`config.mk`:
```
export PLATFORM = sky130hd
export DESIGN_NAME = iter_divider
export DESIGN_NICKNAME = d
export VERILOG_FILES = /design/src/rtl/iter_divider.sv
export SDC_FILE = /design/constraint.sdc
export NUM_CORES = 1
export LEC_CHECK = 0
export CORE_ASPECT_RATIO = 0.8
export CORE_MARGIN = 4
export CORE_UTILIZATION = 54
export CTS_BUF_LIST = sky130_fd_sc_hd__clkbuf_16
export CTS_CLUSTER_DIAMETER = 120
export CTS_CLUSTER_SIZE = 10
export DETAILED_ROUTE_END_ITERATION = 10
export PLACE_DENSITY = 0.77
export SYNTH_ARGS = -nofsm -noshare
export SYNTH_HDL_FRONTEND = slang
export SYNTH_SLANG_ARGS = --single-unit
```
`constraint.sdc`:
```
create_clock -name clk -period 5 [get_ports clk]
set_clock_uncertainty 0.15 [all_clocks]
set_input_delay 1.5 -clock clk [delete_from_list [all_inputs] [get_ports clk]]
set_output_delay 1.5 -clock clk [all_outputs]
set_load 0.01 [all_outputs]
```
`src/rtl/iter_divider.sv`:
```
// iter_divider: radix-2 restoring divider, signed/unsigned quotient or remainder, with fast paths for /0 and overflow.
module iter_divider #(
  parameter int DATA_LEN = 32
) (
  input  logic                clk,
  input  logic                reset,
  input  logic                req_valid,
  output logic                req_ready,
  input  logic [1:0]          op,
  input  logic [DATA_LEN-1:0] src_a,
  input  logic [DATA_LEN-1:0] src_b,
  input  logic                kill,
  output logic                resp_valid,
  input  logic                resp_ready,
  output logic [DATA_LEN-1:0] result,
  output logic                busy
);
  localparam int CW = DATA_LEN > 1 ? $clog2(DATA_LEN) : 1;
  typedef enum logic [1:0] {IDLE, CALC, DONE} state_t;
  state_t state, state_nxt;
  logic [CW-1:0] cnt;
  logic [DATA_LEN-1:0] quo, dvs, a_abs, b_abs, quo_nxt, q_fin, r_fin;
  logic [DATA_LEN:0] rem, rem_sh, trial, rem_nxt;
  logic sel_rem, q_neg, r_neg;
  logic signed_op, a_neg, b_neg, div_zero, ovf, fast, accept, last;
  always_comb begin
    signed_op = ~op[0];
    a_neg = signed_op & src_a[DATA_LEN-1];
    b_neg = signed_op & src_b[DATA_LEN-1];
    a_abs = a_neg ? -src_a : src_a;
    b_abs = b_neg ? -src_b : src_b;
    div_zero = src_b == '0;
    ovf = signed_op && src_a == {1'b1, {(DATA_LEN-1){1'b0}}} && &src_b;
    fast = div_zero | ovf;
    req_ready = state == IDLE;
    resp_valid = state == DONE;
    busy = state != IDLE;
    accept = req_valid && req_ready && !kill;
    last = cnt == CW'(DATA_LEN-1);
    rem_sh = {rem[DATA_LEN-1:0], quo[DATA_LEN-1]};
    trial = rem_sh - {1'b0, dvs};
    rem_nxt = trial[DATA_LEN] ? rem_sh : trial;
    quo_nxt = {quo[DATA_LEN-2:0], ~trial[DATA_LEN]};
    q_fin = q_neg ? -quo_nxt : quo_nxt;
    r_fin = r_neg ? -rem_nxt[DATA_LEN-1:0] : rem_nxt[DATA_LEN-1:0];
    state_nxt = kill ? IDLE :
                state == IDLE ? (req_valid ? (fast ? DONE : CALC) : IDLE) :
                state == CALC ? (last ? DONE : CALC) :
                (resp_ready ? IDLE : DONE);
  end
  always_ff @(posedge clk or negedge reset) begin
    if (!reset) begin
      state <= IDLE;
      cnt <= '0;
      quo <= '0;
      dvs <= '0;
      rem <= '0;
      sel_rem <= 1'b0;
      q_neg <= 1'b0;
      r_neg <= 1'b0;
      result <= '0;
    end else begin
      state <= state_nxt;
      if (accept) begin
        cnt <= '0;
        quo <= a_abs;
        dvs <= b_abs;
        rem <= '0;
        sel_rem <= op[1];
        q_neg <= a_neg ^ b_neg;
        r_neg <= a_neg;
        if (fast) result <= op[1] ? (div_zero ? src_a : '0) : (div_zero ? '1 : src_a);
      end else if (state == CALC && !kill) begin
        cnt <= last ? cnt : cnt + CW'(1);
        quo <= quo_nxt;
        rem <= rem_nxt;
        if (last) result <= sel_rem ? r_fin : q_fin;
      end
    end
  end
endmodule

```
After elaboration in Yosys (flattened, before gate mapping). Cells that the tools add are included.

Register bits after elaboration: 138. Latch bits: 0. RAM bits: 0. Memory bits (read-only): 0. Input port bits: 71. Output and inout port bits: 35. Memories: 0.

Add/subtract/negate cells: 6. $mul: 0. Divide/modulo/power cells: 0. $lt $le $gt $ge: 0. Eq/ne operators: 6. Shift operators: 0. Muxes and demuxes: 27. Bitwise gates (word level): 6. Reduce and logical (&&, ||, !) cells: 14.

Operators by type and width (count): $mux W32 (17); $neg A32 Y32 (4); $sub A33 B32 Y33 (1); $eq A32 B32 Y1 const B (1); $logic_not A32 Y1 (1); $reduce_and A32 Y1 (1); $mux W5 (3); $mux W2 (7); $reduce_bool A2 Y1 (3); $add A5 B1 Y5 const B (1); $eq A5 B5 Y1 const B (1); $logic_and A1 B1 Y1 (5); $ne A2 B2 Y1 const B (2); $reduce_and A3 Y1 (1); $and A1 B1 Y1 (2); $eq A2 B1 Y1 const B (1); $eq A2 B2 Y1 const B (1); $logic_not A2 Y1 (1); $not A1 Y1 (2); $reduce_and A2 Y1 (1); $logic_not A1 Y1 (1); $or A1 B1 Y1 (1); $xor A1 B1 Y1 (1).

Logic depth before layout (Yosys ltp). Gate-level depths: netlist (run 1).

Depth in word-level cells: 8. Depth in mapped cells: 21. Depth with buffers taken out: 19.

Least setup slack after synthesis (run 1). No wires, ideal clock.

Kind: reg-to-reg. Start: reg quo[31]. End: reg result[30]. Arrival: 4.459 ns. Slack: 0.271 ns. Stages on the path, launching flop included: 21. Path buffers: 2. Period minus slack after synthesis: 4.729 ns. Cells stage by stage: dfrtp_1 > inv_1 > ha_1 > fa_1 > nor2b_1 > o31ai_2 > a211oi_1 > o211a_4 > o21a_4 > nor2_8 > inv_2 > clkbuf_1 > buf_1 > nor2_1 > a21oi_1 > ha_1 > o21ai_1 > nor4_2 > nand2_1 > or3_1 > a31o_1.

Word-level cells in the longest chain between the ends: 8.

RTL lines: start: declaration (RTL line 22) `logic [DATA_LEN-1:0] quo, dvs, a_abs, b_abs, quo_nxt, q_fin, r_fin;`; start signal: assignment (RTL line 66) `quo <= a_abs;`; start signal: assignment (RTL line 75) `quo <= quo_nxt;`; $sub A33 B32 Y33 (RTL line 41) `trial = rem_sh - {1'b0, dvs};`; $mux W32 / $not A1 Y1 (equally long branches) (RTL line 42, 43); $neg A32 Y32, on equally long branches (RTL line 45, 44); $mux W32, on equally long branches (RTL line 45, 44); $mux W32 * (2 in a row) (RTL line 77) `if (last) result <= sel_rem ? r_fin : q_fin;`; $mux W32 * (RTL line 73) `end else if (state == CALC && !kill) begin`; $mux W32 * (RTL line 64) `if (accept) begin`; end signal: assignment (RTL line 72) `if (fast) result <= op[1] ? (div_zero ? src_a : '0) : (div_zero ? '1 : src_a);`; end signal: assignment (RTL line 77); end: declaration (RTL line 15) `output logic [DATA_LEN-1:0] result,`.

Every way passes the cells marked *; elsewhere a longest branch is shown, timed or not. The select of a mux whose other input is x is not followed. A chain may end at the register's enable or synchronous reset.

Worst setup path in the final report (run 1).
Start: in src_b[9]. End: reg result[6].

Word-level cells in the longest chain between the ends: 5.

RTL lines: start: declaration (RTL line 11) `input logic [DATA_LEN-1:0] src_b,`; $reduce_and A32 Y1 / $logic_not A32 Y1 (equally long branches) (RTL line 33, 32); $logic_and A1 B1 Y1 / $mux W32 (equally long branches) (RTL line 33, 72); $or A1 B1 Y1 / $mux W32 (equally long branches) (RTL line 34, 72); $ne A2 B2 Y1 (no source line) / $mux W32 (equally long branches); $reduce_and A3 Y1 (no source line) / $mux W32 (equally long branches).

Several ways; a longest one is shown, not always the timed one. The select of a mux whose other input is x is not followed.

==> reports/results.ini, run 1 <==
[timing]
setup_ws_ps = 315
slew_violations = 0
setup_tns_ps = 0
hold_slack_ps = 331
rsz0062_at_grt = false
period_share = 0.937
hold_viol_final = 0
fmax_mhz = 213
worstMarginPinSlew_ps = 1010
period_minus_slack_ps = 4690
setup_viol = 0
max_slew_margin = 0.325

[setup_path]
rrSetupSlack_ps = 380
cp.required_ps = 5130
worstPathMaxFanout = 12
worstSetupPathType = in2reg
crit_path_end_kind = flip-flop
startpoint_type = primary input
cp.arrival_ps = 4810

[placed_design]
hpwl_um = 29000
placement.io_buffers = 105
pre_cts_ws_ps = -38.1
place.gp.congestion = 1.01
post_dp_cell_area_um2 = 13200

[cts]
cts_sinks = 138
clock_latency_ps = 440
cts_hold_buf = 0
clk_pin_slew_worst_paths_ps = 70
cts_made_buffers = 17
postCtsSetupRepairBufs = 0
clock_path_buffers = 2
post_cts_resized = 0
htreeDepth = 4
cts_tree = built
clock-root-buffer = clkbuf_16

[final_layout]
stdcell_area_um2 = 13800
final_nets = 1681
diodes = 0
area_growth_pct = 20.3
drive_above_1_share = 0.0884

[grt]
grt_pass1_wl_um = 61700
met2_usage = 0.472
grt-busiest-layer = met2
antenna_found_initial = 0
overflow = 0
track_usage = 0.323
use_met3 = 0.102
grt_pass1_vias = 11700
met1_usage = 0.463
grt_max_degree = 120

[detailed_routing]
wire_per_inst_um = 20.9
drt_wl_total_um = 38700
vias_per_cell = 6.52
num_vias = 12100
ant_nets = 0
drt_iter0_drc = 1619
drtPass1Iterations = 7
drcViolationCount = 0

[die]
die_x_um = 171
start_util = 0.552
core_area_um2 = 20800
die_y_um = 139
rows = 47
dieArea_um2 = 23700
pin_count = 106

[logic_synthesis]
synth_common_cells = o21ai_0, nand2_1, dfrtp_1
synthDominantCellAreaShare = 0.300
ys_warn_count = 0
synth_top_area_cell = dfrtp_1
synth_nets = 1557
synth.avg_cell_area_um2 = 7.95
synth_edf_count = 0
synth_ff_type = dfrtp_1
synthesis.area_um2 = 11500
synth_cell_types = 83
ys_async_sr_fraction = 1.00
yosysMostFrequentCell = o21ai_0
ys_seq_area_frac = 0.300
synth_area_leaders = dfrtp_1, o21ai_0, xnor2_1
ys_ff_latch = 138
netlist_instances = 1446

[hold_path]
min_path_type = reg2reg

[power]
p_total_mw = 7.03
power.density_nw_per_um2 = 508
irDropWorstVdd_mv = 0.270
power.leakage_nw = 5.62

[outcome]
status = finished, final reports clean

[job]
maxCapViolations = 0

report_power, final:
part | switching, mW | internal (mW)
clock network | 0.559 | 0.795
logic | 2.50 | 1.55
registers | 0.290 | 1.33
total | 3.35 | 3.68
cells by family (layout without fill, tap and decap cells):
| group | Yosys count | after routing | synth area share |
|---|---|---|---|
| flip-flops | 138 | 138 | 0.300 |
| AO/OA/AOI/OAI | 486 | 486 | 0.267 |
| adder cells (fa/ha/maj) | 67 | 67 | 0.0677 |
| multiplexers | 20 | 20 | 0.0176 |
| AND/OR/NAND/NOR | 468 | 468 | 0.202 |
| XOR/XNOR | 131 | 131 | 0.0998 |
| buffers and inverters | 136 | 273 | 0.0459 |
worst paths after layout:
check,startpoint,depth (start not counted),to
worst max-delay path,src_b[9],12,result[6]
worst min-delay path,dvs[19],2,dvs[19]
worst max register to register,quo[31],17,result[27]
worst min register to register,dvs[19],2,dvs[19]
max in group asynchronous,reset,2,quo[29]
min in group asynchronous,reset,1,rem[21]
metrics by stage:
stage | instances | util
floorplan | 1446 | -
global placement | 1820 | 0.635
detailed placement | 1820 | 0.635
CTS | 1852 | 0.664
global route | 1852 | 0.664
finish | 1852 | 0.664
per-layer routing:
metal | vias up | routed length [um]
met5 | - | 0
met2 | 704 | 16500
met1 | 5715 | 16400
met3 | 88 | 4780
met4 | 0 | 924
li1 | 5571 | -
worst max-delay path, cell delays in order:
cell and delay (ps):
clkdlybuf4s50_1 420, or4_1 550, nor4_1 280, nand2b_1 170
or3_1 420, nor4_1 280, buf_4 180, nand2b_1 130
a21oi_2 130, buf_4 230, a221oi_1 350, o21ai_0 170
cell usage in the layout, fill, tap and decap left out, types with 22 or more instances in the layout:
cell type          n
nor3_1            30
nand3_1           23
inv_1             56
maj3_1            27
buf_4             76
o21ai_0          182
dfrtp_1          138
or3_1             25
xor2_1            58
xnor2_1           73
o31ai_1           28
ha_1              39
nor2_1            95
a21oi_1           87
a22oi_1           33
clkdlybuf4s50_1  104
nand2_1          161
nor4_1            23
nand4_1           22
registers in the layout, indices dropped and copies added (netlist names):
| register | cells |
|---|---|
| dvs | 32 |
| r_neg | 1 |
| quo | 32 |
| cnt | 5 |
| result | 32 |
| sel_rem | 1 |
| state | 2 |
| rem | 32 |
| q_neg | 1 |
area by class of cell:
type | instances | area (um2)
inverter | 58 | 218
clock buffer | 17 | 425
tap | 269 | 337
sequential | 138 | 3450
fill | 1790 | 6990
timing repair buffer | 183 | 1660
clock inverter | 15 | 188
multi-input combinational | 1172 | 7550
Note: power is estimated with default switching activity, not from simulation.
==> inputs of run 2 (changes only) <==
--- a/config.mk
+++ b/config.mk
@@ -7,12 +7,13 @@
 export LEC_CHECK = 0
 export CORE_ASPECT_RATIO = 0.8
 export CORE_MARGIN = 4
-export CORE_UTILIZATION = 54
+export CORE_UTILIZATION = 59
 export CTS_BUF_LIST = sky130_fd_sc_hd__clkbuf_16
 export CTS_CLUSTER_DIAMETER = 120
 export CTS_CLUSTER_SIZE = 10
 export DETAILED_ROUTE_END_ITERATION = 10
-export PLACE_DENSITY = 0.77
+export GPL_ROUTABILITY_DRIVEN = 0
+export PLACE_DENSITY = 0.8
 export SYNTH_ARGS = -nofsm -noshare
 export SYNTH_HDL_FRONTEND = slang
 export SYNTH_SLANG_ARGS = --single-unit
==> constraint.sdc (replaced) <==
create_clock -name clk -period 4.45 [get_ports clk]
set_clock_uncertainty 0.15 [all_clocks]
set_input_delay 1.335 -clock clk [delete_from_list [all_inputs] [get_ports clk]]
set_output_delay 1.335 -clock clk [all_outputs]
set_load 0.01 [all_outputs]
==> reports/results.ini, run 2 (synthesized netlist as in run 1, its figures left out) <==
[outcome]
status = complete, but fails checks
failed_checks = design-rule violations

[die]
die_x_um = 164  ; -4.1%
dieArea_um2 = 21800  ; -8.0%
rows = 45  ; -4.3%
die_y_um = 133  ; -4.1%
core_area_um2 = 19100  ; -8.3%
pin_count = 106  ; unchanged
start_util = 0.602  ; +0.0501

[placed_design]
hpwl_um = 29300  ; +1.0%
placement.io_buffers = 105  ; unchanged
dp_cells = 1847  ; +1.5%

[setup_path]
startpoint_type = flip-flop
cp.arrival_ps = 4500  ; -310 ps
worstPathMaxFanout = 9  ; -3
cp.required_ps = 4620  ; -510 ps
crit_path_end_kind = flip-flop
worstSetupPathType = reg2reg

[cts]
cts_made_buffers = 17  ; unchanged
cts_sinks = 138  ; unchanged
htreeDepth = 4  ; unchanged
cts_hold_buf = 0  ; unchanged
post_cts_resized = 0  ; unchanged
clock_latency_ps = 440  ; about the same
cts_tree = built
clk_pin_slew_worst_paths_ps = 60  ; about the same
postCtsSetupRepairBufs = 0  ; unchanged
clock_path_buffers = 2  ; unchanged
clock-root-buffer = clkbuf_16

[final_layout]
layout_common_cells = o21ai_0, nand2_1, dfrtp_1
diodes = 0  ; unchanged
area_growth_pct = 24.0
final_cells = 1879  ; +1.5%
layout_commonest_cell = o21ai_0
final_util = 0.747  ; +0.0825
final_nets = 1720  ; +2.3%
drive_above_1_share = 0.118  ; +0.0294

[detailed_routing]
ant_nets = 0  ; unchanged
drt_iter0_drc = 1823  ; +13%
vias_per_cell = 6.73  ; +3.3%
drtPass1Iterations = 9  ; +2
num_vias = 12700  ; +4.8%
wire_per_inst_um = 21.2  ; +1.7%
drcViolationCount = 1  ; +1
drt_wl_total_um = 39900  ; +3.2%

[grt]
grt_pass1_wl_um = 62000  ; +0.60%
antenna_found_initial = 0  ; unchanged
grt_pass1_vias = 11500  ; -1.5%
track_usage = 0.356  ; +0.0329
grt_max_degree = 89  ; -26%
overflow = 0  ; unchanged

[timing]
setup_viol = 0  ; unchanged
hold_slack_ps = 328  ; -2.62 ps
fmax_mhz = 231
period_minus_slack_ps = 4330
slew_violations = 0  ; unchanged
worstMarginPinSlew_ps = 1030  ; +14.6 ps
period_share = 0.972
hold_viol_final = 0  ; unchanged
max_slew_margin = 0.315  ; -0.00975

[power]
irDropWorstVdd_mv = 0.324  ; +20%
power.leakage_nw = 5.84  ; +3.9%
power.density_nw_per_um2 = 563  ; +11%

[hold_path]
min_path_type = reg2reg

[job]
maxCapViolations = 0  ; unchanged

## run 2: cell types whose count changed in the layout (fill, tap and decap cells not counted), sizes merged
cell      change
buf          +38
clkinvlp      -1
clkinv        +3
clkbuf        +1
inv           -3
## run 2: per-layer routing
layer / global-route usage / routed length (um)
met1: 0.523 / 16600
met2: 0.515 / 17000
met3: 0.106 / 5230
met4: 0.0852 / 1000
met5: 0 / 0
## run 2: path summary, 6_finish.rpt
path	from	slack (ps)	depth (start not counted)	to
worst max-delay path	rem[12]	120	13	result[27]
worst min-delay path	dvs[13]	330	2	dvs[13]
worst max register to register	rem[12]	120	13	result[27]
worst min register to register	dvs[13]	330	2	dvs[13]
max in group asynchronous	reset	2560	2	quo[12]
min in group asynchronous	reset	740	1	rem[20]
## run 2: layout make-up
type                    count  area (um2)
multi-input cells        1172        7650
fillers                  1408        4830
flip-flops and latches    138        3450
repair buffers            222        2010
clock buffers              17         425
well taps                 258         323
inverters                  58         218
clock inverters            14         173
## run 2: power breakdown
group	internal (mW)	total (mW)	switching, mW
logic	1.79	4.69	2.90
clock network	0.882	1.49	0.611
registers	1.50	1.84	0.338
total	4.17	8.02	3.85
## run 2: critical path: stages (launching register included)
cell,delay (ps)
dfrtp_1,470
ha_1,430
a21o_1,230
a21oi_1,220
o211ai_1,170
o211a_4,290
o21a_4,220
nor2_8,110
inv_2,110
o41a_1,520
or3_4,460
or3_1,440
a211oi_2,310
nor3b_2,70
## run 2: through the flow
step / setup TNS (ps) / cell area [um2] / total power, mW / worst slack [ps]
after global placement: -7320 / 13500 / 6.18 / -338
after detailed placement: -10360 / 13500 / 6.30 / -407
after CTS: 0 / 14100 / 7.82 / 12.0
after global routing: -21.1 / 14300 / 8.50 / -17.9
after floorplan: 0 / 11500 / 4.95 / 18.8
final: 0 / 14300 / 8.02 / 123
==> inputs of run 3 (changes only) <==
--- a/config.mk
+++ b/config.mk
@@ -13,6 +13,7 @@
 export CTS_CLUSTER_SIZE = 10
 export DETAILED_ROUTE_END_ITERATION = 10
 export GPL_ROUTABILITY_DRIVEN = 0
+export MAX_ROUTING_LAYER = met4
 export PLACE_DENSITY = 0.8
 export SYNTH_ARGS = -nofsm -noshare
 export SYNTH_HDL_FRONTEND = slang
==> reports/results.ini, run 3 (synthesized netlist as in run 1, its figures left out) <==
[outcome]
status = complete, but fails checks
failed_checks = design-rule violations

[power]
intPower_mw = 4.17  ; about the same
comb_power_share = 0.585  ; about the same
power.share.clock = 0.187  ; about the same
seq_power_share = 0.229  ; about the same
p_sw_frac = 0.481  ; +0.000809
irDropWorstVdd_mv = 0.326  ; +0.49%
p_switching_mw = 3.86  ; +0.32%
power.leakage_nw = 5.84  ; unchanged
p_total_mw = 8.03  ; +0.15%
power.density_nw_per_um2 = 563  ; +0.15%

[die]
pin_count = 106  ; unchanged
dieArea_um2 = 21800  ; unchanged
rows = 45  ; unchanged
die_y_um = 133  ; unchanged
start_util = 0.602  ; unchanged
die_x_um = 164  ; unchanged
core_area_um2 = 19100  ; unchanged

[final_layout]
final_nets = 1720  ; unchanged
fillerInstances = 1408  ; unchanged
layout_common_cells = o21ai_0, nand2_1, dfrtp_1
drive_above_1_share = 0.118  ; unchanged
diodes = 0  ; unchanged
layout_commonest_cell = o21ai_0
seqCellArea_um2 = 3450  ; unchanged
area_growth_pct = 24.0  ; unchanged
multiInputGateArea_um2 = 7650  ; unchanged

[cts]
clk_pin_slew_worst_paths_ps = 60  ; about the same
htreeDepth = 4  ; unchanged
postCtsSetupRepairBufs = 0  ; unchanged
clock_path_buffers = 2  ; unchanged
cts_sinks = 138  ; unchanged
cts_made_buffers = 17  ; unchanged
cts_tree = built
clock_latency_ps = 450  ; about the same
clock-root-buffer = clkbuf_16

[setup_path]
crit_path_end_kind = flip-flop
worstPathMaxFanout = 15  ; +6
cp.arrival_ps = 4540  ; +40 ps
startpoint = src_a[14]
startpoint_type = primary input
worstSetupPathType = in2reg
cp.required_ps = 4650  ; +30 ps
max_stage_delay_ps = 580  ; +60 ps
crit_chain = clkdlybuf4s50_1, or4_1, nor4_2, nand4_1, nor4b_2, buf_4, nand4_1, nand2b_2, buf_4, nand2_1, nand2_4, buf_12, and3_1, a221oi_1, o21ai_0
crit_path_top_delay_cell = or4_1
r2r_start = rem[12]

[timing]
max_slew_margin = 0.332  ; +0.0172
worstMarginPinSlew_ps = 1000  ; -25.7 ps
hold_viol_final = 0  ; unchanged
setup_tns_ps = 0  ; unchanged
period_minus_slack_ps = 4350  ; +20.2 ps
setup_viol = 0  ; unchanged
fmax_mhz = 230  ; -0.47%
hold_slack_ps = 330  ; +1.93 ps
slew_violations = 0  ; unchanged
period_share = 0.977  ; +0.00455

[grt]
overflow = 0  ; unchanged
track_usage = 0.367  ; +0.0108
grt_pass1_vias = 11500  ; +0.061%
grt_pass1_wl_um = 62100  ; about the same
grt_max_degree = 89  ; unchanged
antenna_found_initial = 0  ; unchanged

[detailed_routing]
wire_per_inst_um = 21.3  ; +0.14%
drcViolationCount = 1  ; unchanged
ant_nets = 0  ; unchanged
drt_iter0_drc = 1823  ; unchanged
vias_per_cell = 6.78  ; +0.65%
drtPass1Iterations = 11  ; +2
drt_wl_total_um = 40000  ; +0.14%
num_vias = 12700  ; +0.65%

[placed_design]
placement.io_buffers = 105  ; unchanged
hpwl_um = 29300  ; unchanged

[hold_path]
hold_start = dvs[13]
min_path_type = reg2reg

[job]
maxCapViolations = 0  ; unchanged

[run 3: cell counts in the layout (fill, tap and decap cells not counted)]
Identical to the previous run, type by type.
[run 3: per-layer routing]
layer,vias to the layer above,part of all wire,routed length [um],global-route usage
li1,5659,-,-,-
met1,6010,0.41,16300,0.525
met2,929,0.43,17100,0.513
met3,137,0.14,5500,0.105
met4,0,0.025,1020,0.0852
met5,-,0,0,-
[run 3: stage by stage]
stage / cell area, um2 / cells / utilization / setup slack (ps)
2_1_floorplan: 11500 / 1446 / - / 18.8
3_3_place_gp: 13500 / 1847 / 0.709 / -338
3_5_place_dp: 13500 / 1847 / 0.709 / -407
4_1_cts: 14100 / 1878 / 0.740 / 12.0
5_1_grt: 14300 / 1879 / 0.747 / -17.7
6_report: 14300 / 1879 / 0.747 / 103
[run 3: timing repair]
action,in CTS,in global routing
gates resized for setup,0,20
hold buffers,0,0
endpoints found under the setup margin,0,30
endpoints found under the hold margin,0,0
[run 3: power groups by stage]
stage               registers (mW)  clock network, mW  logic, mW
global placement              1.82                  0       4.36
global route                  1.87               1.55       5.08
floorplan                     1.72                  0       3.23
detailed placement            1.83                  0       4.46
finish                        1.84               1.50       4.70
CTS                           1.82               1.49       4.51
[run 3: final timing paths]
path / to / slack [ps] / cells after the start
hold reg to reg: dvs[13] / 330 / 2
min in group asynchronous: rem[20] / 730 / 1
setup reg to reg: result[27] / 110 / 13
max in group asynchronous: rem[12] / 2560 / 2
hold / removal: dvs[13] / 330 / 2
setup / recovery: result[24] / 100 / 15
[run 3: cell type report]
cell class                 count  area share
timing repair buffer         222       0.141
clock buffer                  17      0.0298
tap                          258      0.0226
clock inverter                14      0.0121
sequential                   138       0.242
multi-input combinational   1172       0.537
inverter                      58      0.0153
[run 3: critical path, delay by kind of cell]
family | cells | cell delay, ps
compound gates | 2 | 190
buf+inv | 4 | 950
simple gates | 9 | 2050
